===== src/rtl/spi_tx_serializer.sv =====
// MSB-first SPI transmit serializer: a parallel load starts a frame, enable paces the
// shifting, and abort or reset cancels the frame. EOT and load_err are one-cycle pulses.
module spi_tx_serializer #(
  parameter int WIDTH = 8
) (
  input  logic             clk,
  input  logic             rst_n,
  input  logic             load,
  input  logic [WIDTH-1:0] parallel_in,
  input  logic             enable,
  input  logic             abort,
  output logic             serial_out,
  output logic             busy,
  output logic             EOT,
  output logic             load_err
);

  localparam int CW = (WIDTH > 1) ? $clog2(WIDTH) : 1;

  typedef enum logic {
    IDLE  = 1'b0,
    SHIFT = 1'b1
  } state_t;

  state_t           state_q, state_d;
  logic [WIDTH-1:0] shreg_q, shreg_d;
  logic [CW-1:0]    cnt_q, cnt_d;
  logic             so_q, so_d;
  logic             eot_q, eot_d;
  logic             lerr_q, lerr_d;

  always_comb begin
    state_d = state_q;
    shreg_d = shreg_q;
    cnt_d   = cnt_q;
    so_d    = so_q;
    eot_d   = 1'b0;
    lerr_d  = 1'b0;
    if (abort) begin
      state_d = IDLE;
      shreg_d = '0;
      cnt_d   = '0;
      so_d    = 1'b0;
    end else begin
      case (state_q)
        IDLE: begin
          if (load) begin
            // The first bit goes out on the load edge, so the register keeps only the remainder.
            so_d    = parallel_in[WIDTH-1];
            shreg_d = {parallel_in[WIDTH-2:0], 1'b0};
            cnt_d   = CW'(WIDTH - 1);
            state_d = SHIFT;
          end
        end
        SHIFT: begin
          lerr_d = load;
          if (enable) begin
            if (cnt_q == '0) begin
              state_d = IDLE;
              eot_d   = 1'b1;
              so_d    = 1'b0;
            end else begin
              so_d    = shreg_q[WIDTH-1];
              shreg_d = {shreg_q[WIDTH-2:0], 1'b0};
              cnt_d   = cnt_q - CW'(1);
            end
          end
        end
        default: state_d = IDLE;
      endcase
    end
  end

  always_ff @(posedge clk or negedge rst_n) begin
    if (!rst_n) begin
      state_q <= IDLE;
      shreg_q <= '0;
      cnt_q   <= '0;
      so_q    <= 1'b0;
      eot_q   <= 1'b0;
      lerr_q  <= 1'b0;
    end else begin
      state_q <= state_d;
      shreg_q <= shreg_d;
      cnt_q   <= cnt_d;
      so_q    <= so_d;
      eot_q   <= eot_d;
      lerr_q  <= lerr_d;
    end
  end

  assign serial_out = so_q;
  assign busy       = (state_q == SHIFT);
  assign EOT        = eot_q;
  assign load_err   = lerr_q;

endmodule

===== config.mk =====
export PLATFORM = sky130hd
export DESIGN_NAME = spi_tx_serializer
export DESIGN_NICKNAME = d
export VERILOG_FILES = /design/src/rtl/spi_tx_serializer.sv
export SDC_FILE = /design/constraint.sdc
export NUM_CORES = 1
export LEC_CHECK = 0
export BUFFER_PORTS_ARGS = -buffer_cell sky130_fd_sc_hd__clkbuf_2
export CAP_MARGIN = 20
export CORE_MARGIN = 1
export CORE_UTILIZATION = 45
export DETAILED_ROUTE_END_ITERATION = 8
export PLACE_DENSITY_LB_ADDON = 0.05
export SYNTH_ARGS = -nofsm -noshare
export SYNTH_HDL_FRONTEND = slang
export SYNTH_SLANG_ARGS = --single-unit

===== constraint.sdc =====
create_clock -name clk -period 1.38 [get_ports clk]
set_clock_uncertainty 0.1 [all_clocks]
set_input_delay 0.414 -clock clk [delete_from_list [all_inputs] [get_ports clk]]
set_output_delay 0.414 -clock clk [all_outputs]
set_load 0.02 [all_outputs]

==> flow_summary.ini, run 1 <==
[drt]
drc_errors = 0
ant_nets = 0
num_vias = 636
wl_per_cell_um = 14.1
drt-total-wl_um = 1600
first_pass_iters = 4
drt_iter0_markers = 6
avgViaCountPerCell = 5.63

[pwr]
finalPower_mw = 1.09
seqPwrFrac_pct = 43.8
comb_power_share_pct = 34.2
swShare_pct = 30.3
leakage_nw = 0.505
power_frac_clock_pct = 22.1
p_per_area_mw_per_mm2 = 994
p_int_mw = 0.759
p_sw_mw = 0.329
irDropWorstVdd_mv = 0.603

[floorplan]
io_pins = 17
rows = 14
coreArea_sq_mm = 0.00152
start_util_pct = 48.2
die_height_um = 42.4
die_area_sq_mm = 0.00180
dieWidth_um = 42.4

[min_path]
whs_endpoint = shreg_q[1]$_DFFE_PN0P_
hp-class = in2reg
hold_path.startpoint = parallel_in[0]
whs_path_depth = 3

[timing]
tightest_slew_ns = 0.371
fin_crit_ns = 1.45
fin_ws_ns = -0.0748
period_share_pct = 105
max_slew_margin_pct = 75.3
finalSetupViolCount = 10
final_max_slew_viol_count = 0
hold_viol = 0
clock.fmax_ghz = 0.687
grt_setup_unrepaired = yes

[critical_path]
r2r_end = shreg_q[2]$_DFFE_PN0P_
r2r_slack_ns = -0.07
r2r_start = cnt_q[0]$_DFFE_PN0P_
ff2ff_path_depth = 6
crit_fanout = 6
cp_data_arrival_time_ns = 1.56
setup.worst_path.end_class = flop
required_ns = 1.48
cp-start-kind = flop
worstSetupPathType = reg2reg

[synth]
yosysWarningCount = 0
netlist_area_sq_um = 734
synth_top_cell_by_area = dfrtp_1
syn-num-nets = 80
syn_avg_cell_area_sq_um = 11.3
synthDistinctLibCells = 27
synth_area_leaders = dfrtp_1, mux2i_1, a211oi_1
seq_area_frac_synth_pct = 47.7
synthCells = 65
synth-seq-cells = 14
yosysTopAreaCellShare_pct = 47.7

[layout]
layout-drive-gt1-share_pct = 63.9
diodes = 0
layout.nets = 113
area_delta_synth_final_pct = 49.1
fin_cells = 113

[cts]
clock_latency_ns = 0.28
cts-root-buf = clkbuf_4
clock_path_buffers = 2
clkTransAtPathRegs_ns = 0.08
h-tree-depth = 1
cts_tree = built
cts-buffers-inserted = 3
cts.sinks = 14

[placed_design]
hpwl_um = 992
dp_slack_ns = -0.0979
gp_congestion = 0.734
numPortBuffers = 16
dp_cells = 102

[job]
maxCapViolations = 0

[global_route]
grt_usage_pct = 21.1
grt_max_degree = 15
grt_pass1_vias = 606
antenna_found_initial = 0
grt_first_pass_wirelength_um = 2710
overflow = 0

[outcome]
violations = negative setup slack
outcome = finished with violations
## power by group through the flow
stage | Combinational, mW | Sequential, mW | Clock (mW)
2_1_floorplan | 0.169 | 0.481 | 0
5_1_grt | 0.404 | 0.481 | 0.262
3_5_place_dp | 0.261 | 0.483 | 0
3_3_place_gp | 0.257 | 0.481 | 0
4_1_cts | 0.313 | 0.473 | 0.250
6_report | 0.372 | 0.476 | 0.240
## Yosys cell counts (all sizes together)
library cell / instances
a311oi: 2
nand2b: 2
inv: 2
a21oi: 1
nor3: 1
and3: 1
a31oi: 1
clkbuf: 1
or2b: 1
a21o: 1
buf: 3
nand3b: 1
o31ai: 1
mux2i: 7
o22ai: 1
nand2: 4
nor2: 9
a31o: 1
nor2b: 1
nor3b: 1
ha: 2
a211oi: 7
dfrtp: 14
## per-layer routing
| layer | track usage [%] | part of all wire, % |
|---|---|---|
| met1 | 25.4 | 45 |
| met2 | 34.5 | 48 |
| met3 | 6.47 | 5.6 |
| met4 | 9.38 | 1.3 |
| met5 | 0 | 0 |
## critical path, cell delays in order, from the launching register on
cell	delay [ns]
dfrtp_1	0.39
inv_2	0.09
ha_4	0.14
nand2b_4	0.06
a31o_4	0.26
clkbuf_16	0.17
a211oi_2	0.18
## how the worst max path moves through the flow
| stage | start | end | slack (ns) | depth (start not counted) |
|---|---|---|---|---|
| floorplan | cnt_q[0]$_DFFE_PN0P_ | cnt_q[0]$_DFFE_PN0P_ | -0.03 | 6 |
| global placement | cnt_q[1]$_DFFE_PN0P_ | cnt_q[0]$_DFFE_PN0P_ | -0.06 | 6 |
| detailed placement | cnt_q[0]$_DFFE_PN0P_ | cnt_q[0]$_DFFE_PN0P_ | -0.1 | 6 |
| CTS | cnt_q[0]$_DFFE_PN0P_ | shreg_q[6]$_DFFE_PN0P_ | -0.06 | 7 |
| global route | cnt_q[0]$_DFFE_PN0P_ | shreg_q[6]$_DFFE_PN0P_ | -0.12 | 6 |
| finish | cnt_q[0]$_DFFE_PN0P_ | shreg_q[2]$_DFFE_PN0P_ | -0.07 | 6 |
## kinds of logic after synthesis
logic type	share of synthesized area, %
adders and majority gates	3.41
buffers and inverters	5.62
DFF	47.7
AOI/OAI and AO/OA	17.9
muxes	9.54
and+or+nand+nor	15.8
## final cells by class
type / count / area, sq um
clock buffer: 4 / 26.3
fill: 109 / 429
inverter: 2 / 7.51
multi-input combinational: 45 / 450
sequential: 14 / 352
tap: 16 / 20.0
timing repair buffer: 32 / 239
## sequential cells by signal, summed over array words and instances (netlist names)
name and cells:
cnt_q 3, serial_out 1, load_err 1, EOT 1, busy 1, shreg_q 7
## cells in the final DEF, fill, tap and decap left out, types with 2 or more instances in the layout
master / Yosys / final
a211oi_2: 1 / 7
mux2i_1: 7 / 7
dfrtp_1: 14 / 13
nand2_1: 4 / 4
clkbuf_2: 0 / 15
clkbuf_4: 0 / 3
nor2_2: 0 / 5
a311oi_2: 1 / 2
buf_4: 1 / 13
nor2_1: 9 / 3
inv_2: 0 / 2
## repair_timing
action	in CTS	in global routing
endpoints found under the setup margin	10	12
buffers inserted	3	2
gates cloned	0	1
pin swaps	3	2
hold buffers	1	0
gates resized for setup	13	11
endpoints found under the hold margin	14	0
## per-stage QoR
step | utilization [%] | cell area, sq um | TNS [ns] | hold slack [ns]
floorplan | - | 748 | -0.0714 | 0.0184
global placement | 58.7 | 895 | -0.184 | 0.244
detailed placement | 58.7 | 895 | -0.450 | 0.236
CTS | 65.8 | 1000 | -0.338 | 0.255
global route | 71.8 | 1090 | -1.21 | 0.281
finish | 71.8 | 1090 | -0.470 | 0.263
(Power assumes the default switching activity.)
==> run 2, diff against run 1 <==
- REMOVE_ABC_BUFFERS: default -> 1
==> run 2 against run 1 <==
  * The flow still finishes with violations (negative setup slack)
  * Count of clock-buffer cells in the layout did not move
  * Highest routed layer unchanged
  * Total power rose by 8.3%
  * Utilization rose by 4.2 points
==> flow_summary.ini, run 2 (synthesis gave the netlist of run 1 again) <==
[layout]
regMostFlops = shreg_q
largest_reg_flops = 7
final_common_cell = clkbuf_2
fin_cells = 114
fillers = 113
layout.nets = 114
ff_latch_area_sq_um = 352
multi_input_area_sq_um = 484
diodes = 0
final_area_sq_mm = 0.00116
area_delta_synth_final_pct = 57.8
final_cell_mix = clkbuf_2, dfrtp_1, buf_4
layout-drive-gt1-share_pct = 65.3
reg_top3 = shreg_q: 7 flops, cnt_q: 3 flops
post-route-util_pct = 76.0

[drt]
drt-total-wl_um = 1750
route.met2.wl_um = 876
wl_met3_um = 71
num_vias = 627
drt_iter0_markers = 4
drc_errors = 0
ant_nets = 0
wl_met1_um = 777
avgViaCountPerCell = 5.50
top_layer = met4
first_pass_iters = 3
wl_per_cell_um = 15.3

[timing]
period_share_pct = 107
tightest_slew_ns = 0.352
fin_crit_ns = 1.47
final_max_slew_viol_count = 0
clock.fmax_ghz = 0.679
fin_ws_ns = -0.0924
grt_setup_unrepaired = yes
max_slew_margin_pct = 76.5
hold_viol = 0
finalSetupViolCount = 11

[global_route]
grt_first_pass_wirelength_um = 2700
grt_usage_pct = 20.0
overflow = 0
antenna_found_initial = 0
grt_max_degree = 15
grt_pass1_vias = 627

[cts]
cts-buffers-inserted = 3
h-tree-depth = 1
clkTransAtPathRegs_ns = 0.09
cts-root-buf = clkbuf_4
cts.sinks = 14
cts_tree = built
clock_latency_ns = 0.28
clock_path_buffers = 2

[critical_path]
cp_data_arrival_time_ns = 1.54
max_stage_delay_ns = 0.39
setup.worst_path.end_class = flop
cp-start-kind = flop
worstSetupPathType = reg2reg
required_ns = 1.44
crit_fanout = 10
path_cells = inv_2 -> ha_4 -> nand2b_4 -> a31o_4 -> buf_12 -> nor2_2 -> a211oi_2
slowest_stage = dfrtp_1

[placed_design]
hpwl_um = 1050
gp_congestion = 0.718
placed_cell_area_sq_um = 896
numPortBuffers = 16
dp_slack_ns = -0.164
dp_cells = 104

[floorplan]
start_util_pct = 48.2
die_height_um = 42.4
io_pins = 17
rows = 14
dieWidth_um = 42.4
die_area_sq_mm = 0.00180
coreArea_sq_mm = 0.00152

[job]
maxCapViolations = 0

[pwr]
p_per_area_mw_per_mm2 = 1020
leakage_nw = 0.526
irDropWorstVdd_mv = 0.593
finalPower_mw = 1.18

[outcome]
violations = negative setup slack
outcome = finished with violations

[min_path]
hp-class = in2reg
## run 2: final cells by class
cell class	instances	area share, %
flip-flops and latches	14	30.3
inverters	2	0.648
multi-input cells	45	41.8
clock buffers	4	3.13
well taps	16	1.73
repair buffers	33	22.4
## run 2: path summary, 6_finish.rpt
kind                                   startpoint                endpoint  slack, ns  cells after the start
max in group asynchronous                   rst_n          busy$_DFF_PN0_       0.43                      2
max reg2reg                  cnt_q[1]$_DFFE_PN0P_  shreg_q[5]$_DFFE_PN0P_      -0.09                      7
max                          cnt_q[1]$_DFFE_PN0P_  shreg_q[5]$_DFFE_PN0P_      -0.09                      7
min                                parallel_in[0]  shreg_q[1]$_DFFE_PN0P_       0.29                      3
min reg2reg                serial_out$_DFFE_PN0P_  serial_out$_DFFE_PN0P_       0.42                      2
min in group asynchronous                   rst_n  serial_out$_DFFE_PN0P_       0.47                      2
## run 2: power breakdown
part	total, mW	switching, mW	internal [mW]
registers	0.475	0.0281	0.447
logic	0.405	0.194	0.211
clock network	0.298	0.137	0.160
## run 2: stage by stage
stage	setup TNS, ns	hold WS [ns]
after global placement	-0.746	0.240
after global routing	-1.13	0.293
after detailed placement	-1.10	0.234
final	-0.675	0.289
after floorplan	-2.30	0.0184
after CTS	-0.615	0.268
## run 2: critical path, delay by kind of cell, from the launching register on
kind	cells	cell delay (ns)
buffers and inverters	2	0.25
AND/OR/NAND/NOR	2	0.16
AO/OA/AOI/OAI	2	0.31
flip-flops	1	0.39
adder cells (fa/ha/maj)	1	0.15
## run 2: repair_timing
item / 4_1_cts / 5_1_grt
endpoints found under the hold margin: 14 / 0
setup buffers: 3 / 2
pin swaps: 5 / 4
resized for setup: 27 / 14
cloned: 0 / 0
hold buffers: 1 / 0
endpoints found under the setup margin: 12 / 12
## run 2: layer usage
| metal | vias to the layer above | GRT usage [%] |
|---|---|---|
| met3 | 4 | 5.60 |
| met2 | 18 | 32.9 |
| li1 | 303 | - |
| met5 | - | 0 |
| met4 | 0 | 5.63 |
| met1 | 302 | 25.6 |
==> run 3, diff against run 2 <==
- BUFFER_PORTS_ARGS: -buffer_cell sky130_fd_sc_hd__clkbuf_2 -> -buffer_cell sky130_fd_sc_hd__buf_2
==> run 3 against run 2 <==
  * The run still ends with negative setup slack left
  * First-iteration DRC count unchanged
  * Worst hold slack improved by 0.0071 ns
  * Setup slack got worse by 0.0022 ns
  * Count of clock-buffer cells in the layout unchanged
  * Sequential power about the same
  * Sequential cell count unchanged
  * Wire length decreased by 4.5%
  * Design area decreased by 6.4%
  * Combinational power decreased by 10%
  * Total power decreased by 2.6%
  * Global-route usage increased by 1.7 points
  * Via count increased by 0.16%
  * Critical path type unchanged
  * Critical endpoint is now cnt_q[0]$_DFFE_PN0P_
==> flow_summary.ini, run 3 (synthesis gave the netlist of run 1 again) <==
[min_path]
whs_path_depth = 3
whs_endpoint = shreg_q[1]$_DFFE_PN0P_
hold_path.startpoint = parallel_in[0]
hp-class = in2reg

[timing]
finalSetupTns_ns = -0.796
fin_ws_ns = -0.0946
finalSetupViolCount = 11
final_max_slew_viol_count = 0
period_share_pct = 107
fin_crit_ns = 1.47
hold_viol = 0
grt_setup_unrepaired = yes
tightest_slew_ns = 0.323
max_slew_margin_pct = 78.5
clock.fmax_ghz = 0.678
whs_ns = 0.296

[critical_path]
worstSetupPathType = reg2reg
required_ns = 1.49
setup.worst_path.end_class = flop
ff2ff_path_depth = 6
crit_fanout = 5
cp_data_arrival_time_ns = 1.59
r2r_slack_ns = -0.09
r2r_end = cnt_q[0]$_DFFE_PN0P_
cp-start-kind = flop
r2r_start = cnt_q[1]$_DFFE_PN0P_

[cts]
cts_tree = built
clock_latency_ns = 0.29
h-tree-depth = 1
clock_path_buffers = 2
clkTransAtPathRegs_ns = 0.09
cts.sinks = 14
cts-root-buf = clkbuf_4
cts-buffers-inserted = 3

[layout]
final_cell_mix = buf_2, dfrtp_1, buf_4
reg_top3 = shreg_q: 7 flops, cnt_q: 3 flops
regMostFlops = shreg_q
diodes = 0
layout-drive-gt1-share_pct = 61.9
layout.nets = 113
final_common_cell = buf_2
post-route-util_pct = 71.2
fin_cells = 113
area_delta_synth_final_pct = 47.7
largest_reg_flops = 7

[drt]
drc_errors = 0
drt_iter0_markers = 4
wl_per_cell_um = 14.8
num_vias = 628
ant_nets = 0
drt-total-wl_um = 1670
first_pass_iters = 4
avgViaCountPerCell = 5.56

[floorplan]
die_area_sq_mm = 0.00180
io_pins = 17
rows = 14
dieWidth_um = 42.4
coreArea_sq_mm = 0.00152
die_height_um = 42.4
start_util_pct = 48.2

[pwr]
p_per_area_mw_per_mm2 = 1060
irDropWorstVdd_mv = 0.683
leakage_nw = 0.500

[global_route]
antenna_found_initial = 0
grt_pass1_vias = 648
grt_usage_pct = 21.7
grt_first_pass_wirelength_um = 2830
grt_max_degree = 15
overflow = 0

[placed_design]
numPortBuffers = 16
hpwl_um = 1150
dp_cells = 105
gp_congestion = 0.722

[outcome]
outcome = finished with violations
violations = negative setup slack

[job]
maxCapViolations = 0
==> run 3: cell types whose count changed in the layout (fill, tap and decap cells not counted), sizes merged <==
cell    change
buf        +14
clkbuf     -15
==> run 3: per-layer routing <==
layer	up-vias	global-route usage, %	part of all wire (%)	wire length [um]
met2	20	36.6	48	801
li1	297	-	-	-
met1	304	25.4	45	744
met5	-	0	0	0
met3	7	3.02	4.2	70
met4	0	14.4	3.2	53
==> run 3: per-stage QoR <==
step           worst slack (ns)  total power, mW  area (sq um)
2_1_floorplan            -0.336            0.619           701
3_3_place_gp             -0.116            0.743           903
3_5_place_dp             -0.160            0.751           903
4_1_cts                 -0.0747             1.13          1060
5_1_grt                  -0.149             1.20          1080
6_report                -0.0946             1.15          1080
==> run 3: how the worst max path moves through the flow <==
stage                               startpoint                    to  depth (start not counted)
after floorplan                 busy$_DFF_PN0_  cnt_q[0]$_DFFE_PN0P_                          4
after CTS                       busy$_DFF_PN0_                  busy                          2
final                     cnt_q[1]$_DFFE_PN0P_  cnt_q[0]$_DFFE_PN0P_                          6
after global placement    cnt_q[0]$_DFFE_PN0P_  cnt_q[0]$_DFFE_PN0P_                          6
after global routing      cnt_q[1]$_DFFE_PN0P_  cnt_q[0]$_DFFE_PN0P_                          6
after detailed placement  cnt_q[1]$_DFFE_PN0P_  cnt_q[0]$_DFFE_PN0P_                          6
==> run 3: what timing repair did <==
action                     4_1_cts  5_1_grt
hold endpoints to repair        14        0
resized for setup               26        2
pin swaps                        5        3
buffers inserted                 2        1
hold buffers                     1        0
setup endpoints to repair       12       12
cloned                           0        0
==> run 3: cell type report <==
class	instances	area (sq um)
clock buffers	4	36.3
fillers	114	439
inverters	2	7.51
multi-input cells	45	440
flip-flops and latches	14	352
well taps	16	20.0
repair buffers	32	229
==> run 3: power by group <==
part	switching [mW]	internal [mW]	total (mW)
combinational	0.172	0.190	0.363
clock	0.150	0.161	0.311
sequential	0.0266	0.447	0.474
total	0.349	0.798	1.15
==> run 3: critical path: stages (launching register included) <==
cell and delay [ns]:
dfrtp_1 0.40, inv_2 0.09, ha_4 0.15, nand2b_4 0.07
a31o_4 0.26, and3_4 0.15, a211oi_2 0.18
